`config.mk`:
```
export PLATFORM = sky130hd
export DESIGN_NAME = priority_encoder_al
export DESIGN_NICKNAME = d
export VERILOG_FILES = /design/src/rtl/priority_encoder_al.sv
export SDC_FILE = /design/constraint.sdc
export NUM_CORES = 1
export LEC_CHECK = 0
export BUFFER_PORTS_ARGS = -buffer_cell sky130_fd_sc_hd__buf_2
export CAP_MARGIN = 20
export CORE_MARGIN = 10
export CORE_UTILIZATION = 55
export DETAILED_ROUTE_END_ITERATION = 8
export GPL_TIMING_DRIVEN = 0
export PLACE_DENSITY = 0.82
export REMOVE_ABC_BUFFERS = 1
export SLEW_MARGIN = 10
export SYNTH_ARGS = -nofsm -noshare
export SYNTH_HDL_FRONTEND = slang
export SYNTH_SLANG_ARGS = --single-unit
```
`constraint.sdc`:
```
create_clock -name clk -period 4.4 [get_ports clk]
set_input_delay 0.44 -clock clk [delete_from_list [all_inputs] [get_ports clk]]
set_output_delay 0.44 -clock clk [all_outputs]
set_load 0.005 [all_outputs]
```
`src/rtl/priority_encoder_al.sv`:
```
// Active-low 16-to-4 sequential priority encoder.
// Latches falling edges as pending events and presents the highest under valid/ack.
module priority_encoder_al (
  input  logic        clk,
  input  logic        reset_n,
  input  logic        en,
  input  logic [15:0] in,
  input  logic        ack,
  output logic [3:0]  code,
  output logic        valid,
  output logic [15:0] pending,
  output logic        overflow
);

  typedef enum logic {
    IDLE,
    PRESENT
  } state_t;

  state_t      state_q;
  state_t      state_d;
  logic [15:0] s_q;
  logic [15:0] pend_q;
  logic [15:0] pend_d;
  logic [3:0]  code_q;
  logic        ovf_q;
  logic        ovf_d;
  logic        load;
  logic [15:0] fall;
  logic [15:0] set_v;
  logic [15:0] clr_v;
  logic [3:0]  hi_idx;

  assign fall  = s_q & ~in;
  assign set_v = en ? 16'h0000 : fall;

  // Ack clears only the bit currently presented.
  always_comb begin
    clr_v = '0;
    if (state_q == PRESENT && ack) begin
      clr_v[code_q] = 1'b1;
    end
  end

  // Highest set index of the pending bitmap.
  always_comb begin
    hi_idx = '0;
    for (int i = 0; i < 16; i++) begin
      if (pend_q[i]) begin
        hi_idx = 4'(i);
      end
    end
  end

  // Set wins over ack-clear; an edge on a bit being acked is not an overflow.
  always_comb begin
    pend_d = (pend_q & ~clr_v) | set_v;
    ovf_d  = ovf_q | (|(set_v & pend_q & ~clr_v));
  end

  // Next-state logic for the presentation handshake.
  always_comb begin
    state_d = state_q;
    load    = 1'b0;
    unique case (state_q)
      IDLE: begin
        if (!en && (pend_q != 16'h0000)) begin
          load    = 1'b1;
          state_d = PRESENT;
        end
      end
      PRESENT: begin
        if (ack) begin
          state_d = IDLE;
        end
      end
      default: state_d = IDLE;
    endcase
  end

  // State, sample, pending, code and overflow registers.
  always_ff @(posedge clk or negedge reset_n) begin
    if (!reset_n) begin
      state_q <= IDLE;
      s_q     <= 16'hFFFF;
      pend_q  <= '0;
      code_q  <= '0;
      ovf_q   <= 1'b0;
    end else begin
      state_q <= state_d;
      s_q     <= in;
      pend_q  <= pend_d;
      ovf_q   <= ovf_d;
      if (load) begin
        code_q <= hi_idx;
      end
    end
  end

  assign code     = code_q;
  assign valid    = (state_q == PRESENT);
  assign pending  = pend_q;
  assign overflow = ovf_q;

endmodule

```
==> flow_metrics.env, run 1 <==
export IMPL_yosysUniqueCellTypes=31
export IMPL_setup_tns_ns=0
export IMPL_start_util_pct=58.1
export IMPL_final_cells=240
export IMPL_clockBufferDepth=2
export IMPL_ios=42
export IMPL_insertion_delay_ns=0.34
export IMPL_die_h_um=74.4
export IMPL_cts_made_buffers=5
export IMPL_status="completed"
export IMPL_critPathLaunchType="flop"
export IMPL_place_inst=232
export IMPL_clock_sinks=38
export IMPL_dr_pass1_iters=4
export IMPL_timing_fmax_mhz=578
export IMPL_met1_length_um=1550
export IMPL_grt_start_max_net_pins=39
export IMPL_core_rowCount=19
export IMPL_route_met3_wl_um=358
export IMPL_die_area_um2=5540
export IMPL_ys_flop_type="dfrtp_1"
export IMPL_skew_ns=0.0136
export IMPL_cts_max_level=2
export IMPL_whs_ns=0.167
export IMPL_grt_setup_unrepaired="no"
export IMPL_fillers=229
export IMPL_yosys_warnings=0
export IMPL_avgSynthCellArea_um2=10.1
export IMPL_area_sequential_um2=971
export IMPL_arrival_ns=1.97
export IMPL_route_met2_wl_um=2080
export IMPL_hp_class="in -> async"
export IMPL_final_layout_size_suffix_gt1_share_pct=34.0
export IMPL_track_usage_pct=15.3
export IMPL_cts_root_buf="clkbuf_4"
export IMPL_worstReg2RegStart="pending[11]"
export IMPL_critPathMaxFanout=7
export IMPL_clk_pin_slew_ns=0.13
export IMPL_grt_pass1_wl_um=6600
export IMPL_routedWlPerCell_um=16.8
export IMPL_cts_tree="yes"
export IMPL_cts_hold_buffers_added=0
export IMPL_tightestPinTransition_ns=0.796
export IMPL_stdcell_area_um2=1950
export IMPL_crit_type="reg -> reg"
export IMPL_grt_overflow=0
export IMPL_fp_dieW_um=74.4
export IMPL_power_mw=0.917
export IMPL_setup_viol=0
export IMPL_dpl_hpwl_um=3070
export IMPL_drtAntennaViolNets=0
export IMPL_post_place_ws_ns=2.65
export IMPL_via_per_inst=5.81
export IMPL_layout_common_cells="buf_2 (41), nand2_1 (35), nor2_1 (27), dfrtp_1 (22)"
export IMPL_syn_cell_area_um2=1630
export IMPL_first_iter_violations=148
export IMPL_rr_endpoint="code[2]"
export IMPL_gp_congestion=0.907
export IMPL_diodes=0
export IMPL_crit_required_ns=4.64
export IMPL_ys_ff_latch=38
export IMPL_postCtsSetupBuffers=0
export IMPL_final_util_pct=69.4
export IMPL_multi_input_area_um2=637
export IMPL_endpoint_kind="flop"
export IMPL_setup_ws_ns=2.67
export IMPL_place_port_buffers=41
export IMPL_fp_coreArea_um2=2810
export IMPL_vias=1395
export IMPL_postSynthCellCount=162
export IMPL_vdd_drop_max_mv=0.309
export IMPL_r2r_slack_ns=2.67
export IMPL_hold_viol_final=0
export IMPL_period_minus_slack_ns=1.73
export IMPL_dpl_cell_area_um2=1860
export IMPL_top_layer_used="met4"
export IMPL_finalWirelength_um=4040
export IMPL_slew_violations=0
export IMPL_finalCritPeriodShare_pct=39.4
export IMPL_ys_seq_area_share_pct=59.6
export IMPL_final_common_cell="buf_2"
export IMPL_fin_nets=228
export IMPL_cap_violations=0
export IMPL_power_density_nw_per_um2=471
export IMPL_rr_worst_depth=4
export IMPL_crit_start="pending[11]"
export IMPL_maxSlewHeadroom_pct=46.9
export IMPL_area_growth_syn_to_layout_pct=19.4
export IMPL_synth_edff_count=0
export IMPL_grt_pass1_vias=1408
export IMPL_power_leakage_nw=0.777
export IMPL_drc=0
export IMPL_cts_resized=0
export IMPL_ys_async_sr_fraction_pct=100
export IMPL_grt_antenna_before_repair=0
[how the worst max path moves through the flow]
stage,end,slack [ns],cells after the start
floorplan,code[2],2.75,4
global placement,overflow,2.66,6
detailed placement,overflow,2.65,6
CTS,code[2],2.66,4
global route,overflow,2.47,5
finish,code[2],2.67,4
[per-layer routing]
metal  global-route usage [%]  vias to the layer above
met4                     7.14                        0
met3                     5.32                        6
met1                     16.9                      667
met2                     25.7                       62
li1                         -                      660
met5                        0                        -
[synth_stat cells (2+ instances only)]
| cell | count | area, um2 |
|---|---|---|
| inv_1 | 3 | 11.3 |
| nor4_1 | 2 | 12.5 |
| nand4b_1 | 2 | 17.5 |
| nor2_1 | 27 | 101 |
| nand3_1 | 2 | 10.0 |
| a21oi_1 | 2 | 10.0 |
| dfrtp_1 | 22 | 551 |
| o2111ai_1 | 4 | 35.0 |
| o22ai_1 | 5 | 31.3 |
| o31ai_1 | 2 | 15.0 |
| or4_4 | 2 | 22.5 |
| buf_2 | 2 | 10.0 |
| dfstp_2 | 16 | 420 |
| nand2b_1 | 5 | 31.3 |
| o21ai_0 | 16 | 80.1 |
| nand2_1 | 35 | 131 |
[sequential cells by signal, indices dropped and copies added, names as in the netlist]
| signal | cells |
|---|---|
| pending | 16 |
| code | 4 |
| overflow | 1 |
| valid | 1 |
| s_q | 16 |
[cell type report]
class	count	share of cell area, %
sequential	38	49.9
multi-input combinational	119	32.7
clock inverter	3	2.32
tap	31	1.99
clock buffer	5	1.93
inverter	3	0.579
timing repair buffer	41	10.5
[report_power, final]
group,internal (mW),switching (mW)
logic,0.0863,0.121
clock network,0.119,0.118
registers,0.405,0.0676
total,0.610,0.307
[cell families (layout without fill, tap and decap cells)]
group,after synthesis,count (layout),synth area share (%)
AND/OR/NAND/NOR,80,80,22.5
flip-flops,38,38,59.6
AO/OA/AOI/OAI,37,37,15.1
buffers and inverters,5,52,1.31
multiplexers,2,2,1.54
[critical path, stage by stage (launching register included)]
cell and delay [ns]:
dfrtp_1 0.48, or4_4 0.59, o21ai_4 0.18, nand2_4 0.09
mux2_4 0.30
(Power assumes the default switching activity.)
==> run 2, diff against run 1 <==
--- a/config.mk
+++ b/config.mk
@@ -8,10 +8,10 @@
 export BUFFER_PORTS_ARGS = -buffer_cell sky130_fd_sc_hd__buf_2
 export CAP_MARGIN = 20
 export CORE_MARGIN = 10
-export CORE_UTILIZATION = 55
+export CORE_UTILIZATION = 46
 export DETAILED_ROUTE_END_ITERATION = 8
 export GPL_TIMING_DRIVEN = 0
-export PLACE_DENSITY = 0.82
+export PLACE_DENSITY = 0.74
 export REMOVE_ABC_BUFFERS = 1
 export SLEW_MARGIN = 10
 export SYNTH_ARGS = -nofsm -noshare
==> constraint.sdc (replaced) <==
create_clock -name clk -period 1.5 [get_ports clk]
set_input_delay 0.15 -clock clk [delete_from_list [all_inputs] [get_ports clk]]
set_output_delay 0.15 -clock clk [all_outputs]
set_load 0.005 [all_outputs]
==> run 2 against run 1 <==
The run now ends with negative setup slack left. Clock-buffer cell count increased by 1. Power grew to 2.9 times the previous value. Global-route usage decreased by 0.83 points. Combinational power increased to 3.9 times the previous value. Cell count grew 19%. Setup slack got worse by 2.8 ns. Die area up 14%.
==> flow_metrics.env, run 2 (synthesis results as in run 1) <==
export IMPL_status="complete, but fails checks"
export IMPL_failed_checks="negative setup slack"
export IMPL_crit_path_top_delay_cell="or4_4"
export IMPL_hp_class="in -> reg"
export IMPL_power_leakage_nw=0.915
export IMPL_gp_congestion=0.829
export IMPL_finalCritPeriodShare_pct=110
export IMPL_fp_dieW_um=79.5
export IMPL_grt_pass1_wl_um=7200
export IMPL_cts_root_buf="clkbuf_4"
export IMPL_final_util_pct=67.2
export IMPL_timing_fmax_mhz=609
export IMPL_drc=0
export IMPL_via_per_inst=5.12
export IMPL_crit_type="reg -> reg"
export IMPL_grt_pass1_vias=1512
export IMPL_cts_made_buffers=5
export IMPL_core_rowCount=21
export IMPL_dpl_cell_area_um2=1880
export IMPL_grt_overflow=0
export IMPL_crit_required_ns=1.75
export IMPL_fp_coreArea_um2=3390
export IMPL_post_place_ws_ns=-0.293
export IMPL_arrival_ns=1.90
export IMPL_place_port_buffers=41
export IMPL_cpPeakStageDelay_ns=0.55
export IMPL_clock_sinks=38
export IMPL_cts_max_level=2
export IMPL_first_iter_violations=106
export IMPL_layout_common_cells="buf_2 (41), nand2_1 (35), nor2_1 (27), dfrtp_1 (20), dlygate4sd3_1 (17)"
export IMPL_fin_nets=258
export IMPL_routedWlPerCell_um=15.5
export IMPL_ios=42
export IMPL_place_inst=247
export IMPL_power_mw=2.68
export IMPL_stdcell_area_um2=2280
export IMPL_vias=1459
export IMPL_diodes=0
export IMPL_setup_viol=4
export IMPL_dpl_hpwl_um=2950
export IMPL_grt_start_max_net_pins=39
export IMPL_setup_tns_ns=-0.358
export IMPL_hold_viol_final=0
export IMPL_die_h_um=79.5
export IMPL_slew_violations=0
export IMPL_cap_violations=0
export IMPL_critPathMaxFanout=5
export IMPL_start_util_pct=48.1
export IMPL_final_layout_size_suffix_gt1_share_pct=39.7
export IMPL_final_cells=285
export IMPL_path_cells="or4_4, o21ai_4, nand2_4, mux2_4"
export IMPL_final_common_cell="buf_2"
export IMPL_grt_antenna_before_repair=0
export IMPL_drtAntennaViolNets=0
export IMPL_grt_setup_unrepaired="yes"
export IMPL_maxSlewHeadroom_pct=45.7
export IMPL_clk_pin_slew_ns=0.12
export IMPL_critPathLaunchType="flop"
export IMPL_whs_ns=0.184
export IMPL_tightestPinTransition_ns=0.814
export IMPL_dr_pass1_iters=5
export IMPL_finalWirelength_um=4410
export IMPL_area_growth_syn_to_layout_pct=39.9
export IMPL_cp_top_family="simple AND/OR/NAND/NOR gates"
export IMPL_timing_critical_path_buf_inv=0
export IMPL_setup_ws_ns=-0.143
export IMPL_clockBufferDepth=2
export IMPL_vdd_drop_max_mv=0.641
export IMPL_cts_tree="yes"
export IMPL_skew_ns=0.0128
export IMPL_die_area_um2=6320
export IMPL_insertion_delay_ns=0.35
export IMPL_track_usage_pct=14.4
export IMPL_period_minus_slack_ns=1.64
export IMPL_power_density_nw_per_um2=1180
export IMPL_endpoint_kind="flop"
run 2: layer usage:
| metal | GRT usage (%) | share of wire (%) |
|---|---|---|
| met5 | 0 | 0 |
| met4 | 5.91 | 2.0 |
| met3 | 4.62 | 7.8 |
| met2 | 24.2 | 50 |
| met1 | 16.5 | 40 |
run 2: tightest hold or removal path, stage by stage:
cell	delay [ns]
buf_2	0.14
nand2b_1	0.11
nand3_1	0.08
run 2: path summary, 6_finish.rpt:
path,from,to,slack (ns),cells past startpoint
min,ack,valid,0.18,3
max,pending[13],code[2],-0.14,4
max reg2reg,pending[13],code[2],-0.14,4
max in group asynchronous,reset_n,valid,0.53,2
min in group asynchronous,reset_n,code[2],0.41,2
min reg2reg,overflow,overflow,0.48,2
run 2: report_power, final:
| part | leakage, nW | internal [mW] | switching [mW] | total, mW |
|---|---|---|---|---|
| clock network | 0.0320 | 0.178 | 0.330 | 0.508 |
| registers | 0.377 | 1.19 | 0.183 | 1.37 |
| logic | 0.506 | 0.361 | 0.437 | 0.799 |
| total | 0.915 | 1.73 | 0.950 | 2.68 |
run 2: final cells by class:
type                    count  area, um2
clock buffers               6       41.3
well taps                  46       57.6
clock inverters             2       10.0
multi-input cells         119        712
repair buffers             71        473
flip-flops and latches     38        973
inverters                   3       11.3
fillers                   266       1110
run 2: timing repair:
| action | 4_1_cts | 5_1_grt |
|---|---|---|
| endpoints found under the setup margin | 4 | 6 |
| setup buffers | 10 | 3 |
| hold buffers | 17 | 0 |
| gates resized for setup | 17 | 8 |
| endpoints found under the hold margin | 38 | 0 |
| pin swaps | 5 | 5 |
| cloned | 0 | 0 |
